===== src/rtl/comparator_search.sv =====
// Successive-approximation searcher driving a magnitude comparator's x operand.
// Define CMP_SEARCH_CHECK_EN to treat non-one-hot comparator flags as an error.
module comparator_search #(
  parameter int W = 2
) (
  input  logic         clk,
  input  logic         rst_n,
  input  logic         start,
  output logic [W-1:0] guess,
  input  logic         eq,
  input  logic         le,
  input  logic         gt,
  output logic         busy,
  output logic         done,
  output logic [W-1:0] result,
  output logic [4:0]   steps,
  output logic         err
);

  typedef enum logic [1:0] {
    IDLE,
    PROBE,
    ERR
  } state_t;

  state_t state, state_n;

  logic [W:0]   lo, hi, lo_n, hi_n, mid, g_ext;
  logic [W-1:0] guess_n, result_n;
  logic [4:0]   steps_n;
  logic         done_n, err_n;
  logic         hit, go_up, bad_flags, crossed;

  assign g_ext = {1'b0, guess};
  assign busy  = (state == PROBE);

`ifdef CMP_SEARCH_CHECK_EN
  assign hit       = eq & ~le & ~gt;
  assign go_up     = le & ~eq & ~gt;
  assign bad_flags = ~(hit | go_up | (gt & ~eq & ~le));
`else
  // Priority eq > gt > le; an all-zero sample falls through to le.
  logic unused_le;
  assign unused_le = le;
  assign hit       = eq;
  assign go_up     = ~eq & ~gt;
  assign bad_flags = 1'b0;
`endif

  always_comb begin
    state_n  = state;
    lo_n     = lo;
    hi_n     = hi;
    guess_n  = guess;
    result_n = result;
    steps_n  = steps;
    done_n   = 1'b0;
    err_n    = err;
    crossed  = 1'b0;
    mid      = '0;
    unique case (state)
      IDLE: begin
        if (start) begin
          lo_n    = '0;
          hi_n    = {1'b0, {W{1'b1}}};
          guess_n = hi_n[W:1];
          steps_n = '0;
          err_n   = 1'b0;
          state_n = PROBE;
        end
      end
      PROBE: begin
        steps_n = steps + 5'd1;
        if (bad_flags) begin
          state_n = ERR;
          err_n   = 1'b1;
          done_n  = 1'b1;
        end else if (hit) begin
          result_n = guess;
          done_n   = 1'b1;
          state_n  = IDLE;
        end else begin
          // Crossing is tested before the +/-1 so guess=0 never underflows.
          if (go_up) begin
            lo_n    = g_ext + 1'b1;
            crossed = (g_ext >= hi);
          end else begin
            hi_n    = g_ext - 1'b1;
            crossed = (g_ext <= lo);
          end
          mid     = lo_n + hi_n;
          guess_n = mid[W:1];
          if (crossed) begin
            guess_n = guess;
            state_n = ERR;
            err_n   = 1'b1;
            done_n  = 1'b1;
          end
        end
      end
      ERR: state_n = IDLE;
      default: state_n = IDLE;
    endcase
  end

  always_ff @(posedge clk) begin
    if (!rst_n) begin
      state  <= IDLE;
      lo     <= '0;
      hi     <= '0;
      guess  <= '0;
      result <= '0;
      steps  <= '0;
      done   <= 1'b0;
      err    <= 1'b0;
    end else begin
      state  <= state_n;
      lo     <= lo_n;
      hi     <= hi_n;
      guess  <= guess_n;
      result <= result_n;
      steps  <= steps_n;
      done   <= done_n;
      err    <= err_n;
    end
  end

endmodule


===== config.mk =====
export PLATFORM = sky130hd
export DESIGN_NAME = comparator_search
export DESIGN_NICKNAME = d
export VERILOG_FILES = /design/src/rtl/comparator_search.sv
export SDC_FILE = /design/constraint.sdc
export NUM_CORES = 1
export LEC_CHECK = 0
export BUFFER_PORTS_ARGS = -buffer_cell sky130_fd_sc_hd__buf_2
export CORE_MARGIN = 1
export CORE_UTILIZATION = 45
export DETAILED_ROUTE_END_ITERATION = 8
export PLACE_DENSITY = 0.7
export SETUP_SLACK_MARGIN = 0.2
export SYNTH_ARGS = -nofsm -noshare
export SYNTH_HDL_FRONTEND = slang
export SYNTH_SLANG_ARGS = --single-unit

===== constraint.sdc =====
create_clock -name clk -period 2.08 [get_ports clk]
set_input_delay 0.208 -clock clk [delete_from_list [all_inputs] [get_ports clk]]
set_output_delay 0.208 -clock clk [all_outputs]
set_load 0.02 [all_outputs]

* After elaboration in Yosys (flattened, before gate mapping) *
Index checks and enable logic that the tools add are counted.

operators by class
  add/sub/neg operators = 4
  multipliers = 0
  divide/modulo/power cells = 0
  $lt $le $gt $ge = 2
  equal/unequal tests = 6
  shift operators = 0
  muxes and demuxes = 30
  bitwise gates (word level) = 3
  reductions and logical operators = 9

operator list
  cell                   number
  $mux W3                10
  $pmux W3 S2            2
  $mux W2                5
  $pmux W5 S2            1
  $mux W1                8
  $pmux W2 S2            2
  $reduce_and A2 Y1      4
  $reduce_and A4 Y1      2
  $ne A2 B2 Y1 const B   3
  $add A5 B1 Y5 const B  1
  $mux W5                1
  $add A2 B1 Y3 const B  1
  $add A3 B3 Y3          1
  $ge A2 B3 Y1           1
  $le A2 B3 Y1           1
  $ne A3 B2 Y1 const B   1
  $reduce_and A3 Y1      1
  $sub A2 B1 Y3 const B  1
  $eq A2 B1 Y1 const B   1
  $logic_not A2 Y1       1
  $ne A2 B1 Y1 const B   1
  $not A1 Y1             2
  $pmux W1 S2            1
  $reduce_bool A2 Y1     1
  $and A1 B1 Y1          1

word-level totals
  bits in registers = 19
  latch bits = 0
  RAM bits = 0
  memory bits (read-only) = 0
  logic and storage cells = 62
  memories = 0

* Longest topological paths before layout *
  depth in word-level cells = 9
  mapped depth = 7

* Least setup slack after synthesis *
Ideal clock, no wire load.

  kind = register to register
  from = register guess[0]
  to = register guess[0]
  arrival = 2254 ps
  slack = -290 ps
  cell stages (with the launch flop) = 8
  clock period less this slack = 2370 ps
  cells stage by stage = dfxtp_1 inv_1 ha_1 nand2_1 o21ai_0 fa_1 or4_1 o211a_1

between the ends
  longest elaborated chain between the ends = 8

ends and longest elaborated chain
  element                                                line    text
  from (decl)                                            9       output logic [W-1:0] guess,
  from (signal assigned)                                 120     guess <= guess_n;
  $add A2 B1 Y3 / $sub A2 B1 Y3 (equally long branches)  85, 88
  $mux W3                                                84      if (go_up) begin
  $mux W3                                                78      end else if (hit) begin
  $mux W3                                                61      unique case (state)
  $add A3 B3 Y3                                          91      mid = lo_n + hi_n;
  $mux W2                                                93      if (crossed) begin
  $mux W2                                                78
  $pmux W2 S2                                            61

Parallel ways exist; a longest one is shown, timed or not. The select of a mux whose other input is x is not followed.
A chain may end at the register's enable or synchronous reset.

* Final worst setup path *
Ends and elaborated chain as after synthesis.

==> key figures <==
Critical path
  – Worst path bufs/invs: 1
  – Critical Path Start: guess[0]$_SDFFE_PN0P_
  – Worst path arrival time: 2.14 ns
  – Crit-path slowest cell: or4_1
  – Slowest stage delay, CP: 0.51 ns
  – Reg2reg end: guess[0]$_SDFFE_PN0P_
  – Setup CP Type: register to register
  – Critical path startpoint category: register
  – Worst path cell trace: inv_4, ha_4, nand2b_4, a21o_1, a22o_4, or4_1, o211a_1
  – R2R Setup Slk: 0.15 ns
  – Worst path depth: 7
  – FF-to-FF path depth: 7
  – WP data required: between 2 and 2.5 ns
  – Crit path max fanout: 3
  – Worst r2r src: guess[0]$_SDFFE_PN0P_
  – Top delay family on crit path: simple AND/OR/NAND/NOR gates
  – End point of the critical path: guess[0]$_SDFFE_PN0P_
  – Crit. End Element: register

STA
  – Final worst-path cycle share: 93.0%
  – Worst Tran Pin Value: 0.516 ns
  – Worst slew margin: 65.6%
  – Clock skew: 0.00586 ns
  – Final Hold Viols: 0
  – Final Slew Violations: 0
  – Hold slack: between 0.2 and 0.25 ns
  – RSZ-0062 raised after global routing: yes
  – Max Freq: 0.517 GHz
  – Final Setup Violations: 0
  – Fin crit period: about 1.9 ns
  – Final TNS setup: 0 ns

Power and ir drop
  – Design internal power: 0.000541 W
  – Net Sw Power: 0.000248 W
  – Switch share: 31.4%
  – Clock network power share: about a quarter
  – Worst VDD drop: between 0.4 and 0.5 mV
  – Gate power share: about a quarter
  – Lkg Pwr: approximately 0.57 nW
  – Power per cell area: 621 mW/mm2
  – Sequential Power Share: 50.1%

Clock network
  – TritonCTS Buffers: 3
  – CTS Sinks: 19
  – Clock tree buffer depth: 2
  – Hold-fix buffers, CTS: 0
  – # H-tree levels: 1
  – Root Driver: clkbuf_4
  – Worst-Skew Late Latency: 0.30 ns
  – TritonCTS clock tree: yes
  – Reg clk slew, reported paths: 0.11 ns

Min path
  – Min-delay worst type: input port to register
  – WHS Path Cells: 3

GRT
  – Largest net degree at the start of global routing: 18
  – Initial antenna violation count: 0
  – Global route overflow: 0
  – Vias in the first global route: 949
  – All-Layer GR Usage: 22.0%
  – First-pass GRT wire length: 4160 um

Run
  – Max-Cap Viols: 0

Logic synthesis
  – Yosys warnings: 0
  – Ranking of synthesized cells by area: dfxtp_1 (37%), ha_1 (8.6%), nand2_1 (6.3%)
  – Synthesized flop and latch total: 19
  – Syn avg cell area: around 8.4 um2
  – Mapped Cells: around 120
  – Share of flip-flops with an asynchronous set or reset: 0%
  – Main synth FF type: dfxtp_1
  – Yosys top cell by area: dfxtp_1
  – Number of flops mapped to enable cells by yosys: 0
  – Top cell type's share of synthesized area: 37.5%
  – Synthesized Nets: 135
  – Synth cell types: 27
  – Post-synthesis sequential area ratio: 37.5%
  – Post-Syn Area: about 0.0010 mm2

Floorplanning
  – Die Y: 49.5 um
  – Ports: 18
  – Die ar.: about 0.0024 mm2
  – Die width: 49.5 um
  – Initial Utilization: 49.7%
  – Core area: 0.00204 mm2
  – Row cnt: 16

Outcome
  – Status: finished, final reports clean

Detailed routing
  – Vias/cell: between 5 and 6
  – Detailed router's first-iteration violation count: 18
  – Overall routed net length: about 2400 um
  – Antenna-violating nets left: 0
  – Vias: between 900 and 1000
  – WL/cell: 14.0 um
  – Drc violations: 0
  – Drt pass-1 iters: 4

Finish
  – Fillers: 188
  – ANT cells: 0
  – Layout area overhead: 25.2%
  – Final instance area: ~0.0013 mm2
  – Seq. cell area: a little under 400 um2
  – Multi-input gate area: 669 um2
  – Final core utilization: 62.2%
  – Share of post-route cells with drive strength above 1: a little under a third
  – Layout Nets: 159

Place
  – Placed cell areas: approximately 0.0012 mm2
  – Port Buf Inserts: 16
  – GPL Wtd Cong: 0.842
  – Hpwl dp: approximately 1700 um
## per-layer routing
layer	global-route usage [%]	part of all wire, %
met4	12.9	1.2
met5	0	0
met3	2.16	3.6
met2	33.1	47
met1	30.4	48
## cell type report
class,instances,share of cell area [%]
inverters,5,1.67
clock inverters,1,0.394
well taps,27,2.66
multi-input cells,94,52.7
clock buffers,3,1.77
flip-flops and latches,19,30.6
repair buffers,22,10.1
## synthesized netlist by cell type, types with 3 or more instances
cell type / count
dfxtp_1: 19
nand2_1: 17
nor2_1: 13
a21oi_1: 9
o21ai_0: 9
ha_1: 7
nor2b_1: 6
inv_1: 5
a21boi_0: 4
nand2b_1: 4
nand3_1: 3
o211a_1: 3
xor2_1: 3
## registers in the layout, summed over array words and instances (netlist names)
| register | flops |
|---|---|
| hi | 3 |
| lo | 3 |
| steps | 5 |
| state | 2 |
| result | 2 |
| guess | 2 |
| done | 1 |
| err | 1 |
## stage by stage
step           total power (W)  instances  worst slack (ns)
2_1_floorplan         0.000519        121            0.0820
3_3_place_gp          0.000566        165             0.107
5_1_grt               0.000833        171             0.102
3_5_place_dp          0.000574        165            0.0303
6_report              0.000789        171             0.146
4_1_cts               0.000787        171             0.151
## worst min-delay path: stages
cell and delay, ns:
buf_2 0.19, nand2_1 0.09, nor2_1 0.03
## cells in the final DEF, fill, tap and decap left out, types with 2 or more instances in the layout
cell	n
o21ai_0	7
a21boi_0	4
nor2_1	13
xnor2_1	2
clkbuf_4	3
o21ai_2	2
dfxtp_4	2
nand2_1	16
nor2b_1	5
o211a_1	3
ha_4	3
a21o_1	2
inv_2	2
nor3_1	2
nand3_1	3
dfxtp_1	16
buf_2	16
nand2b_1	3
a21oi_1	7
inv_1	2
ha_1	4
xor2_1	3
nand4_1	2
buf_4	5
## kinds of logic after synthesis
group	synth area share (%)
and+or+nand+nor	23.4
AOI/OAI and AO/OA	20.5
DFF	37.5
buffers and inverters	3.70
adders and majority gates	10.6
xor gates and xnor gates	4.32
## power groups by stage
stage | clock network [W] | registers [W] | logic, W
detailed placement | 0 | 0.000401 | 0.000173
floorplan | 0 | 0.000411 | 0.000108
global placement | 0 | 0.000401 | 0.000165
CTS | 0.000195 | 0.000395 | 0.000197
global route | 0.000212 | 0.000398 | 0.000222
finish | 0.000191 | 0.000395 | 0.000203
## what timing repair did
item	CTS	global route
resized for setup	10	5
endpoints found under the hold margin	0	0
pin swaps	4	0
endpoints found under the setup margin	1	2
buffers inserted	2	0
## how the worst min path moves through the flow
stage / start / endpoint / slack (ns)
global route: rst_n / guess[0]$_SDFFE_PN0P_ / 0.26
global placement: lo[1]$_SDFFE_PN0P_ / lo[1]$_SDFFE_PN0P_ / 0.45
detailed placement: lo[1]$_SDFFE_PN0P_ / lo[1]$_SDFFE_PN0P_ / 0.45
floorplan: rst_n / state[1]$_SDFFE_PN0P_ / 0.35
CTS: rst_n / hi[0]$_SDFFE_PN0P_ / 0.24
finish: rst_n / hi[0]$_SDFFE_PN0P_ / 0.25
Note: power is estimated with default switching activity, not from simulation.
